### config.mk
export PLATFORM = sky130hd
export DESIGN_NAME = sensor_request_scheduler
export DESIGN_NICKNAME = d
export VERILOG_FILES = /design/src/rtl/sensor_sched_pkg.sv /design/src/rtl/sensor_request_scheduler_periodic_tick.sv /design/src/rtl/sensor_request_scheduler.sv
export SDC_FILE = /design/constraint.sdc
export NUM_CORES = 1
export LEC_CHECK = 0
export BUFFER_PORTS_ARGS = -buffer_cell sky130_fd_sc_hd__buf_2
export CORE_MARGIN = 1
export CORE_UTILIZATION = 60
export CTS_CLUSTER_SIZE = 10
export DETAILED_ROUTE_END_ITERATION = 7
export HOLD_SLACK_MARGIN = 0.02
export PLACE_DENSITY = 0.79
export SLEW_MARGIN = 40
export SYNTH_ARGS = -nofsm -noshare
export SYNTH_HDL_FRONTEND = slang
export SYNTH_SLANG_ARGS = --single-unit
### constraint.sdc
create_clock -name clock -period 5 [get_ports clock]
set_clock_uncertainty 0.1 [all_clocks]
set_input_delay 1.5 -clock clock [delete_from_list [all_inputs] [get_ports clock]]
set_output_delay 1.5 -clock clock [all_outputs]
set_load 0.1 [all_outputs]
### src/rtl/sensor_sched_pkg.sv
// -----------------------------------------------------------------------------
// sensor_sched_pkg
// Shared definitions for the sensor request scheduler:
//   - PC command codes (reads, continuous start/stop)
//   - response codes produced locally by the scheduler
//   - scheduler FSM state encoding
//   - small command-decoding helpers
// -----------------------------------------------------------------------------
package sensor_sched_pkg;

    // Commands received from the PC
    localparam logic [7:0] CMD_READ_HUM  = 8'h01;
    localparam logic [7:0] CMD_READ_TEMP = 8'h02;
    localparam logic [7:0] CMD_CONT_TEMP = 8'h03;
    localparam logic [7:0] CMD_CONT_HUM  = 8'h04;
    localparam logic [7:0] CMD_STOP_A    = 8'h05;
    localparam logic [7:0] CMD_STOP_B    = 8'h06;

    // Responses generated by the scheduler itself
    localparam logic [7:0] RESP_STOPPED  = 8'h0A;
    localparam logic [7:0] RESP_TIMEOUT  = 8'h1F;
    localparam logic [7:0] RESP_ZERO     = 8'h00;

    typedef enum logic [2:0] {
        ST_IDLE        = 3'd0,
        ST_ISSUE       = 3'd1,
        ST_WAIT_SENSOR = 3'd2,
        ST_SEND        = 3'd3,
        ST_TX          = 3'd4,
        ST_WAIT_TX     = 3'd5
    } sched_state_e;

    // True for either of the two stop-continuous commands
    function automatic logic is_stop_cmd(input logic [7:0] cmd);
        logic res;
        if ((cmd == CMD_STOP_A) || (cmd == CMD_STOP_B)) begin
            res = 1'b1;
        end else begin
            res = 1'b0;
        end
        return res;
    endfunction

    // True for either of the two start-continuous commands
    function automatic logic is_cont_start_cmd(input logic [7:0] cmd);
        logic res;
        if ((cmd == CMD_CONT_TEMP) || (cmd == CMD_CONT_HUM)) begin
            res = 1'b1;
        end else begin
            res = 1'b0;
        end
        return res;
    endfunction

    // Read command that a continuous-start command repeats
    function automatic logic [7:0] cont_read_cmd(input logic [7:0] cmd);
        logic [7:0] res;
        if (cmd == CMD_CONT_TEMP) begin
            res = CMD_READ_TEMP;
        end else begin
            res = CMD_READ_HUM;
        end
        return res;
    endfunction

endpackage

### src/rtl/sensor_request_scheduler_periodic_tick.sv
// -----------------------------------------------------------------------------
// periodic_tick
// Free-running period timer for continuous-monitoring mode. Counts while
// enabled, is held at zero while disabled, and restarts from zero on request.
// Emits a one-cycle registered tick each time the count wraps.
// Ports:
//   clock   - system clock
//   reset   - synchronous, active-high
//   enable  - count while high, clear while low
//   restart - force the count back to zero
//   tick    - one-cycle pulse, one cycle after the count reaches PERIOD-1
// -----------------------------------------------------------------------------
module periodic_tick #(
    parameter int PERIOD = 50_000_000
) (
    input  logic clock,
    input  logic reset,
    input  logic enable,
    input  logic restart,
    output logic tick
);

    localparam int              CW   = $clog2(PERIOD);
    localparam logic [CW-1:0]   LAST = CW'(PERIOD - 1);

    logic [CW-1:0] count_r;
    logic          tick_r;

    // Period counter with wrap-around tick generation
    always_ff @(posedge clock) begin
        if (reset) begin
            count_r <= '0;
            tick_r  <= 1'b0;
        end else if (restart || !enable) begin
            count_r <= '0;
            tick_r  <= 1'b0;
        end else if (count_r == LAST) begin
            count_r <= '0;
            tick_r  <= 1'b1;
        end else begin
            count_r <= count_r + CW'(1);
            tick_r  <= 1'b0;
        end
    end

    assign tick = tick_r;

endmodule

### src/rtl/sensor_request_scheduler.sv
// -----------------------------------------------------------------------------
// sensor_request_scheduler
// Sequences sensor transactions between the UART receiver, the sensor block
// and the UART transmitter. Holds one pending PC request, issues it to the
// sensor, waits for the response (or a timeout) and hands two response bytes
// to the transmitter. Also runs continuous-monitoring mode, where a periodic
// timer re-issues a stored read; pending PC requests always go first.
// Ports:
//   clock, reset                      - clock, synchronous active-high reset
//   req_valid/req_command/req_address - request pulse and bytes from the PC
//   sensor_start/command/address      - transaction start pulse and bytes
//   sensor_done/resp_command/value    - response pulse and bytes from sensor
//   tx_start/tx_command/tx_value      - response handed to the transmitter
//   tx_busy                           - transmitter busy
//   busy                              - scheduler not idle
//   cont_active                       - continuous mode enabled
//   overflow                          - sticky, a request was dropped
// -----------------------------------------------------------------------------
module sensor_request_scheduler
    import sensor_sched_pkg::*;
#(
    parameter int PERIOD_CYCLES  = 50_000_000,
    parameter int TIMEOUT_CYCLES = 10_000_000
) (
    input  logic       clock,
    input  logic       reset,
    input  logic       req_valid,
    input  logic [7:0] req_command,
    input  logic [7:0] req_address,
    output logic       sensor_start,
    output logic [7:0] sensor_command,
    output logic [7:0] sensor_address,
    input  logic       sensor_done,
    input  logic [7:0] sensor_resp_command,
    input  logic [7:0] sensor_resp_value,
    output logic       tx_start,
    output logic [7:0] tx_command,
    output logic [7:0] tx_value,
    input  logic       tx_busy,
    output logic       busy,
    output logic       cont_active,
    output logic       overflow
);

    localparam int            TW       = $clog2(TIMEOUT_CYCLES);
    localparam logic [TW-1:0] TMO_LAST = TW'(TIMEOUT_CYCLES - 1);

    sched_state_e  state_r;
    sched_state_e  state_s;

    // Pending request buffer
    logic          pend_valid_r;
    logic [7:0]    pend_cmd_r;
    logic [7:0]    pend_addr_r;

    // Continuous-mode context
    logic          cont_active_r;
    logic          cont_due_r;
    logic [7:0]    cont_cmd_r;
    logic [7:0]    cont_addr_r;

    logic [TW-1:0] tmo_cnt_r;
    logic [7:0]    resp_cmd_r;
    logic [7:0]    resp_val_r;
    logic          wait_first_r;

    // Registered outputs
    logic          sensor_start_r;
    logic [7:0]    sensor_cmd_r;
    logic [7:0]    sensor_addr_r;
    logic          tx_start_r;
    logic [7:0]    tx_cmd_r;
    logic [7:0]    tx_val_r;
    logic          busy_r;
    logic          overflow_r;

    // FSM control strobes
    logic          consume_s;
    logic          issue_s;
    logic [7:0]    issue_cmd_s;
    logic [7:0]    issue_addr_s;
    logic          cont_start_s;
    logic          cont_stop_s;
    logic          serve_due_s;
    logic          resp_load_s;
    logic [7:0]    resp_cmd_s;
    logic [7:0]    resp_val_s;
    logic          tick_s;
    logic          accept_s;

    periodic_tick #(
        .PERIOD (PERIOD_CYCLES)
    ) u_period (
        .clock   (clock),
        .reset   (reset),
        .enable  (cont_active_r),
        .restart (cont_start_s),
        .tick    (tick_s)
    );

    // A new request fits if the slot is empty or is being emptied this cycle
    assign accept_s = req_valid && (!pend_valid_r || consume_s);

    // FSM state register
    always_ff @(posedge clock) begin
        if (reset) begin
            state_r <= ST_IDLE;
        end else begin
            state_r <= state_s;
        end
    end

    // FSM next-state and control strobes
    always_comb begin
        state_s      = state_r;
        consume_s    = 1'b0;
        issue_s      = 1'b0;
        issue_cmd_s  = 8'h00;
        issue_addr_s = 8'h00;
        cont_start_s = 1'b0;
        cont_stop_s  = 1'b0;
        serve_due_s  = 1'b0;
        resp_load_s  = 1'b0;
        resp_cmd_s   = RESP_ZERO;
        resp_val_s   = RESP_ZERO;
        case (state_r)
            ST_IDLE: begin
                if (pend_valid_r) begin
                    consume_s = 1'b1;
                    if (is_stop_cmd(pend_cmd_r)) begin
                        // Stop is answered locally, no sensor access
                        cont_stop_s = 1'b1;
                        resp_load_s = 1'b1;
                        resp_cmd_s  = RESP_STOPPED;
                        resp_val_s  = RESP_ZERO;
                        state_s     = ST_SEND;
                    end else if (is_cont_start_cmd(pend_cmd_r)) begin
                        cont_start_s = 1'b1;
                        issue_s      = 1'b1;
                        issue_cmd_s  = cont_read_cmd(pend_cmd_r);
                        issue_addr_s = pend_addr_r;
                        state_s      = ST_ISSUE;
                    end else begin
                        issue_s      = 1'b1;
                        issue_cmd_s  = pend_cmd_r;
                        issue_addr_s = pend_addr_r;
                        state_s      = ST_ISSUE;
                    end
                end else if (cont_due_r) begin
                    serve_due_s  = 1'b1;
                    issue_s      = 1'b1;
                    issue_cmd_s  = cont_cmd_r;
                    issue_addr_s = cont_addr_r;
                    state_s      = ST_ISSUE;
                end else begin
                    state_s = ST_IDLE;
                end
            end
            ST_ISSUE: begin
                state_s = ST_WAIT_SENSOR;
            end
            ST_WAIT_SENSOR: begin
                // A response arriving on the timeout cycle still wins
                if (sensor_done) begin
                    resp_load_s = 1'b1;
                    resp_cmd_s  = sensor_resp_command;
                    resp_val_s  = sensor_resp_value;
                    state_s     = ST_SEND;
                end else if (tmo_cnt_r == TMO_LAST) begin
                    resp_load_s = 1'b1;
                    resp_cmd_s  = RESP_TIMEOUT;
                    resp_val_s  = RESP_ZERO;
                    state_s     = ST_SEND;
                end else begin
                    state_s = ST_WAIT_SENSOR;
                end
            end
            ST_SEND: begin
                if (tx_busy) begin
                    state_s = ST_SEND;
                end else begin
                    state_s = ST_TX;
                end
            end
            ST_TX: begin
                state_s = ST_WAIT_TX;
            end
            ST_WAIT_TX: begin
                // The transmitter may not raise tx_busy until a cycle after tx_start
                if (wait_first_r || tx_busy) begin
                    state_s = ST_WAIT_TX;
                end else begin
                    state_s = ST_IDLE;
                end
            end
            default: begin
                state_s = ST_IDLE;
            end
        endcase
    end

    // Pending request buffer and sticky overflow flag
    always_ff @(posedge clock) begin
        if (reset) begin
            pend_valid_r <= 1'b0;
            pend_cmd_r   <= 8'h00;
            pend_addr_r  <= 8'h00;
            overflow_r   <= 1'b0;
        end else begin
            if (accept_s) begin
                pend_valid_r <= 1'b1;
                pend_cmd_r   <= req_command;
                pend_addr_r  <= req_address;
            end else if (consume_s) begin
                pend_valid_r <= 1'b0;
            end else begin
                pend_valid_r <= pend_valid_r;
            end
            if (req_valid && !accept_s) begin
                overflow_r <= 1'b1;
            end else begin
                overflow_r <= overflow_r;
            end
        end
    end

    // Continuous-mode context and due flag
    always_ff @(posedge clock) begin
        if (reset) begin
            cont_active_r <= 1'b0;
            cont_due_r    <= 1'b0;
            cont_cmd_r    <= 8'h00;
            cont_addr_r   <= 8'h00;
        end else if (cont_start_s) begin
            cont_active_r <= 1'b1;
            cont_due_r    <= 1'b0;
            cont_cmd_r    <= cont_read_cmd(pend_cmd_r);
            cont_addr_r   <= pend_addr_r;
        end else if (cont_stop_s) begin
            cont_active_r <= 1'b0;
            cont_due_r    <= 1'b0;
        end else if (serve_due_s) begin
            cont_due_r    <= 1'b0;
        end else if (tick_s && cont_active_r) begin
            // Gating on cont_active_r drops a tick that lands just after a stop
            cont_due_r    <= 1'b1;
        end else begin
            cont_due_r    <= cont_due_r;
        end
    end

    // Sensor timeout counter, running only while waiting for the sensor
    always_ff @(posedge clock) begin
        if (reset) begin
            tmo_cnt_r <= '0;
        end else if (state_r == ST_WAIT_SENSOR) begin
            tmo_cnt_r <= tmo_cnt_r + TW'(1);
        end else begin
            tmo_cnt_r <= '0;
        end
    end

    // Response latch and first-cycle marker for WAIT_TX
    always_ff @(posedge clock) begin
        if (reset) begin
            resp_cmd_r   <= 8'h00;
            resp_val_r   <= 8'h00;
            wait_first_r <= 1'b0;
        end else begin
            if (resp_load_s) begin
                resp_cmd_r <= resp_cmd_s;
                resp_val_r <= resp_val_s;
            end else begin
                resp_cmd_r <= resp_cmd_r;
                resp_val_r <= resp_val_r;
            end
            wait_first_r <= (state_r == ST_TX);
        end
    end

    // Output registers, driven from the next state so pulses align with ISSUE/TX
    always_ff @(posedge clock) begin
        if (reset) begin
            sensor_start_r <= 1'b0;
            sensor_cmd_r   <= 8'h00;
            sensor_addr_r  <= 8'h00;
            tx_start_r     <= 1'b0;
            tx_cmd_r       <= 8'h00;
            tx_val_r       <= 8'h00;
            busy_r         <= 1'b0;
        end else begin
            sensor_start_r <= issue_s;
            if (issue_s) begin
                sensor_cmd_r  <= issue_cmd_s;
                sensor_addr_r <= issue_addr_s;
            end else begin
                sensor_cmd_r  <= sensor_cmd_r;
                sensor_addr_r <= sensor_addr_r;
            end
            tx_start_r <= (state_s == ST_TX);
            if (state_s == ST_TX) begin
                tx_cmd_r <= resp_cmd_r;
                tx_val_r <= resp_val_r;
            end else begin
                tx_cmd_r <= tx_cmd_r;
                tx_val_r <= tx_val_r;
            end
            busy_r <= (state_s != ST_IDLE);
        end
    end

    assign sensor_start   = sensor_start_r;
    assign sensor_command = sensor_cmd_r;
    assign sensor_address = sensor_addr_r;
    assign tx_start       = tx_start_r;
    assign tx_command     = tx_cmd_r;
    assign tx_value       = tx_val_r;
    assign busy           = busy_r;
    assign cont_active    = cont_active_r;
    assign overflow       = overflow_r;

endmodule

==> run metrics, run 1 <==
commonest cells after routing, fill and taps aside dfxtp_1, nand2_1, buf_2; Setup-failing EPs final 0; Vias 5313; outcome completed; post_cts resized 0; P_int approximately 0.0019 W; initial core utilization between 60 and 70%; Die Span Y roughly 100 um; VDD IR max 0.2858 mV; combinational share of power under 10%; core area ~9400 sq um; clock sinks 136; antenna viol nets, final 0; CP endpoint cont_active; Die ar. around 10000 sq um; RSZ-0062 raised after global routing false; num rows 35; post-synth top area share between 40% and 50%; CP startpoint cont_active; area delta synth->final 15.61%; Levels on crit path 1; largest net degree at the start of global routing 74; # port buffers 73; Detailed Route WL 13660 um; Hold WC Path Type reg2reg; Clk pin slew, worst setup/hold paths approximately 0.060 ns; Clk Latency, worst-skew pair ~0.52 ns; drt wl/cell around 16 um; initial antenna violation count 0; # nets final a little under 800; count of cell types in the netlist 54; remaining global-route overflow 0; DRC Markers 0; Clock Power Share a little under half; final hold violation count 0; DRT iter0 DRCs between 200 and 250; pre-CTS setup slack about 1.9 ns; first-pass GRT wire length between 20000 and 25000 um; final core utilization between 70% and 80%; Routability Congestion 0.8555; PwrDens around 370 nW/um^2; Area contributors post-synth dfxtp_1, a21oi_1, nand2_1; max incr delay on CP 0.47 ns; setup TNS 0 ns; Yosys reg bits between 100 and 150; area leader, netlist dfxtp_1; worst r2r src state_r[1]; mean post-synth cell area between 8 and 9 sq um; vias per inst around 6.0; largest register by flop count u_period.count_r; crit path time final roughly 3 ns; CTS Buffer Depth 2; Synth warnings 0; ys async rst share 0%; share of cells above drive strength 1 about 17%; worst setup margin approximately 2 ns; Worst R2R Path Depth 4; TritonRoute pass-1 iters 4; max reg flops 26; crit path buf inv count 1; ANT cells 0; Primary FF master, synth dfxtp_1; Critical Path End Type output port; Leakage Power 2.411 nW; Post-Syn Area between 5000 and 6000 sq um; CTS Buf Count 17; sequential area share after synthesis a little under half; R2R setup slack 2.43 ns; Crit path max-delay family buffers and inverters; chip width 101.6 um; Regs by FF count u_period.count_r: 26 flops, tmo_cnt_r: 24 flops; final hold slack approximately 0.34 ns; startpoint types register; relative slew slack between 40 and 50%; Post-synth EDFFs 0; Switch Pwr ~0.00072 W; I/O pin cnt 74; Hold-fix buffers, CTS 0; CP max FO 4; Critical Path AT around 1.4 ns; slowest CP cell buf_2; Seq pwr share 44.5%; kind of critical path reg2out; period utilization between 60% and 70%; switching share of power around 28%; max frequency approximately 330 MHz; # Post-CTS Setup Buffers 0; syn_nets about 730; H-tree Lvls 4; MaxCap Viol Count 0; most common cell after layout, fill and taps aside dfxtp_1; TritonCTS clock tree done; Syn Inst Count 689; Final Max Slew Viols 0; RR Endpoint resp_val_r[7]; slew at the pin closest to its max-slew limit approximately 0.8 ns; All-Layer GR Usage a little over a quarter; hpwl dp between 8000 and 9000 um; crit-path cells buf_2; Required @ worst endpoint about 3.4 ns; number of global-route vias before repair around 4700; Root Buffer clkbuf_8
==> through the flow <==
step,std cells,total power [W],instance area [sq um]
after floorplan,689,0.001347,5954
after CTS,879,0.002581,6879
after detailed placement,847,0.001400,6314
after global placement,847,0.001393,6301
final,879,0.002576,6884
after global routing,879,0.002657,6884
==> layer usage <==
| metal | vias up | wire [um] | GRT usage [%] |
|---|---|---|---|
| met1 | 2546 | 6029 | 35.43 |
| met5 | - | 0 | 0 |
| met4 | 0 | 133 | 9.365 |
| li1 | 2607 | - | - |
| met2 | 147 | 6853 | 45.43 |
| met3 | 13 | 644 | 6.073 |
==> synth_stat cells (all sizes together) (2+ instances only) <==
cell	n
nand2	88
a31oi	3
nor3b	4
o21ai	24
a211oi	19
or3	14
nor2	36
nand3b	13
buf	14
dfxtp	136
nor4bb	3
o31ai	11
nor4b	4
mux2i	8
or3b	2
nand4	27
nand3	18
a311oi	4
and3b	2
nor3	21
and3	8
xnor2	13
and2	9
a22oi	9
and4	5
or4	12
nor4	11
ha	2
xor2	12
clkbuf	34
nand2b	5
o32ai	12
a21oi	70
nor2b	6
o31a	2
inv	20
==> cell families after synthesis <==
group / synth area share [%]
fa+ha+maj: 0.4202
compound gates: 16.89
xor+xnor: 3.677
simple gates: 27.00
buf+inv: 4.938
flops: 45.72
mux: 1.345
==> power by group through the flow <==
stage | Sequential (W) | Combinational, W | Clock (W)
floorplan | 0.00124 | 0.000105 | 0
global placement | 0.00117 | 0.000227 | 0
detailed placement | 0.00117 | 0.000232 | 0
CTS | 0.00114 | 0.000236 | 0.00120
global route | 0.00115 | 0.000253 | 0.00126
finish | 0.00115 | 0.000236 | 0.00119
==> worst min path at each step <==
| stage | startpoint | end | slack, ns | cells past startpoint |
|---|---|---|---|---|
| after floorplan | tmo_cnt_r[0] | tmo_cnt_r[0] | 0.31 | 1 |
| after global routing | tmo_cnt_r[0] | tmo_cnt_r[0] | 0.36 | 1 |
| after global placement | tmo_cnt_r[0] | tmo_cnt_r[0] | 0.32 | 1 |
| after CTS | tmo_cnt_r[0] | tmo_cnt_r[0] | 0.35 | 1 |
| final | tmo_cnt_r[0] | tmo_cnt_r[0] | 0.34 | 1 |
| after detailed placement | tmo_cnt_r[0] | tmo_cnt_r[0] | 0.34 | 1 |
==> final cells by class <==
| cell class | instances | area [sq um] |
|---|---|---|
| Multi-Input combinational cell | 485 | 2964 |
| Sequential cell | 136 | 2723 |
| Fill cell | 706 | 2531 |
| Clock buffer | 18 | 427.9 |
| Timing Repair Buffer | 77 | 395.4 |
| Tap cell | 129 | 161.4 |
| Clock inverter | 14 | 137.6 |
| Inverter | 20 | 75.07 |
Power figures use the tool's default switching activity.
==> run 2, diff against run 1 <==
CORE_UTILIZATION = 52   (was 60)
PLACE_DENSITY = 0.73   (was 0.79)
clock period = 2.5 ns   (was 5 ns; I/O delays follow)
==> run metrics, run 2 (synthesis gave the netlist of run 1 again) <==
outcome completed; # Post-CTS Setup Buffers 0 (unchanged); slew at the pin closest to its max-slew limit 0.7730 ns (-0.01547 ns); Critical Path End Type register; # port buffers 73 (unchanged); DRC Markers 0 (unchanged); crit path time final between 2 and 2.5 ns; kind of critical path reg2reg; most common cell after layout, fill and taps aside dfxtp_1; RSZ-0062 raised after global routing false; ANT cells 0 (unchanged); largest net degree at the start of global routing 99 (+34%); final hold slack 0.3440 ns (+0.002252 ns); CP max FO 9 (+5); share of cells above drive strength 1 17.99% (+1.1 points); Final Max Slew Viols 0 (unchanged); CTS Buffer Depth 2 (unchanged); first-pass GRT wire length 22630 um (+1.4%); Die ar. 11880 sq um (+15%); PwrDens 726.5 nW/um^2 (+94%); vias per inst 5.794 (-4.1%); max reg flops 26 (unchanged); Detailed Route WL 13780 um (+0.90%); Hold WC Path Type reg2reg; TritonRoute pass-1 iters 4 (unchanged); relative slew slack 48.36% (+1.3 points); setup TNS 0 ns (unchanged); Routability Congestion 0.8642 (+1.0%); DRT iter0 DRCs 381 (+55%); largest register by flop count u_period.count_r; Die Span Y 109.0 um (+7.3%); Vias 5255 (-1.1%); Clk Latency, worst-skew pair 0.42 ns (-0.10 ns); core area 10980 sq um (+17%); chip width 109.0 um (+7.3%); H-tree Lvls 4 (unchanged); drt wl/cell 15.20 um (-2.2%); Root Buffer clkbuf_16; # nets final 796 (+2.6%); Clk pin slew, worst setup/hold paths 0.05 ns (about the same); hpwl dp 9014 um (+3.1%); final hold violation count 0 (unchanged); VDD IR max 0.5416 mV (+89%); All-Layer GR Usage 24.28% (-3.2 points); commonest cells after routing, fill and taps aside dfxtp_1, nand2_1, buf_2; number of global-route vias before repair 4946 (+4.6%); clock sinks 136 (unchanged); Leakage Power 2.511 nW (+4.2%); Regs by FF count u_period.count_r: 26 flops, tmo_cnt_r: 24 flops; Hold-fix buffers, CTS 0 (unchanged); antenna viol nets, final 0 (unchanged); period utilization 90.24%; CTS Buf Count 17 (unchanged); Setup-failing EPs final 0 (unchanged); startpoint types register; remaining global-route overflow 0 (unchanged); post_cts resized 0 (unchanged); TritonCTS clock tree done; I/O pin cnt 74 (unchanged); Critical Path AT 2.50 ns (+1.10 ns); area delta synth->final 18.18%; max frequency between 400 and 500 MHz; worst setup margin 0.2441 ns (-1.751 ns); initial core utilization 54.22% (-9.0 points); num rows 38 (+8.6%); initial antenna violation count 0 (unchanged); MaxCap Viol Count 0 (unchanged); Required @ worst endpoint 2.74 ns (-0.66 ns); pre-CTS setup slack 0.2521 ns (-1.615 ns)
==> run 2: cell count changes in the layout (fill, tap and decap cells not counted), sizes merged <==
cell	before	now
clkinvlp	4	3
clkinv	2	5
buf	77	97
bufinv	1	2
clkbuf	18	19
inv	27	20
==> run 2: per-stage QoR <==
stage / utilization [%] / power, W / std cells / instance area, sq um
final: 64.07 / 0.005112 / 907 / 7037
after global routing: 64.07 / 0.005288 / 907 / 7037
after CTS: 64.07 / 0.005137 / 907 / 7037
after detailed placement: 59.15 / 0.002830 / 878 / 6496
after global placement: 59.09 / 0.002814 / 878 / 6490
after floorplan: - / 0.002694 / 689 / 5954
==> run 2: worst paths after layout <==
check / slack, ns / start / cells after the start / endpoint
max reg2reg: 0.24 / u_period.count_r[0] / 5 / u_period.count_r[20]
min reg2reg: 0.34 / tmo_cnt_r[0] / 1 / tmo_cnt_r[0]
min: 0.34 / tmo_cnt_r[0] / 1 / tmo_cnt_r[0]
max: 0.24 / u_period.count_r[0] / 5 / u_period.count_r[20]
==> run 2: layer usage <==
| layer | share of wire (%) | wire length, um | up-vias | track usage [%] |
|---|---|---|---|---|
| met3 | 4.3 | 593 | 22 | 6.157 |
| li1 | - | - | 2629 | - |
| met4 | 1.9 | 263 | 0 | 10.71 |
| met1 | 46 | 6394 | 2480 | 30.28 |
| met2 | 47 | 6532 | 124 | 39.44 |
| met5 | 0 | 0 | - | 0 |
==> run 2: critical path, stage by stage, from the launching register on <==
cell	delay (ns)
dfxtp_1	0.37
ha_1	0.27
nand4_4	0.18
or3_1	0.53
or4_4	0.52
a211oi_2	0.21
==> run 2: area by class of cell <==
| type | instances | area [sq um] |
|---|---|---|
| inverters | 20 | 75.07 |
| multi-input cells | 485 | 2953 |
| flip-flops and latches | 136 | 2723 |
| clock buffers | 19 | 432.9 |
| well taps | 140 | 175.2 |
| clock inverters | 10 | 107.6 |
| repair buffers | 97 | 570.5 |
| fillers | 923 | 3946 |
==> run 2: where the power goes <==
| group | total [W] | internal [W] | switching [W] |
|---|---|---|---|
| sequential | 0.00228 | 0.00223 | 0.0000456 |
| combinational | 0.000509 | 0.000139 | 0.000370 |
| clock | 0.00233 | 0.00144 | 0.000889 |
| total | 0.00511 | 0.00381 | 0.00131 |
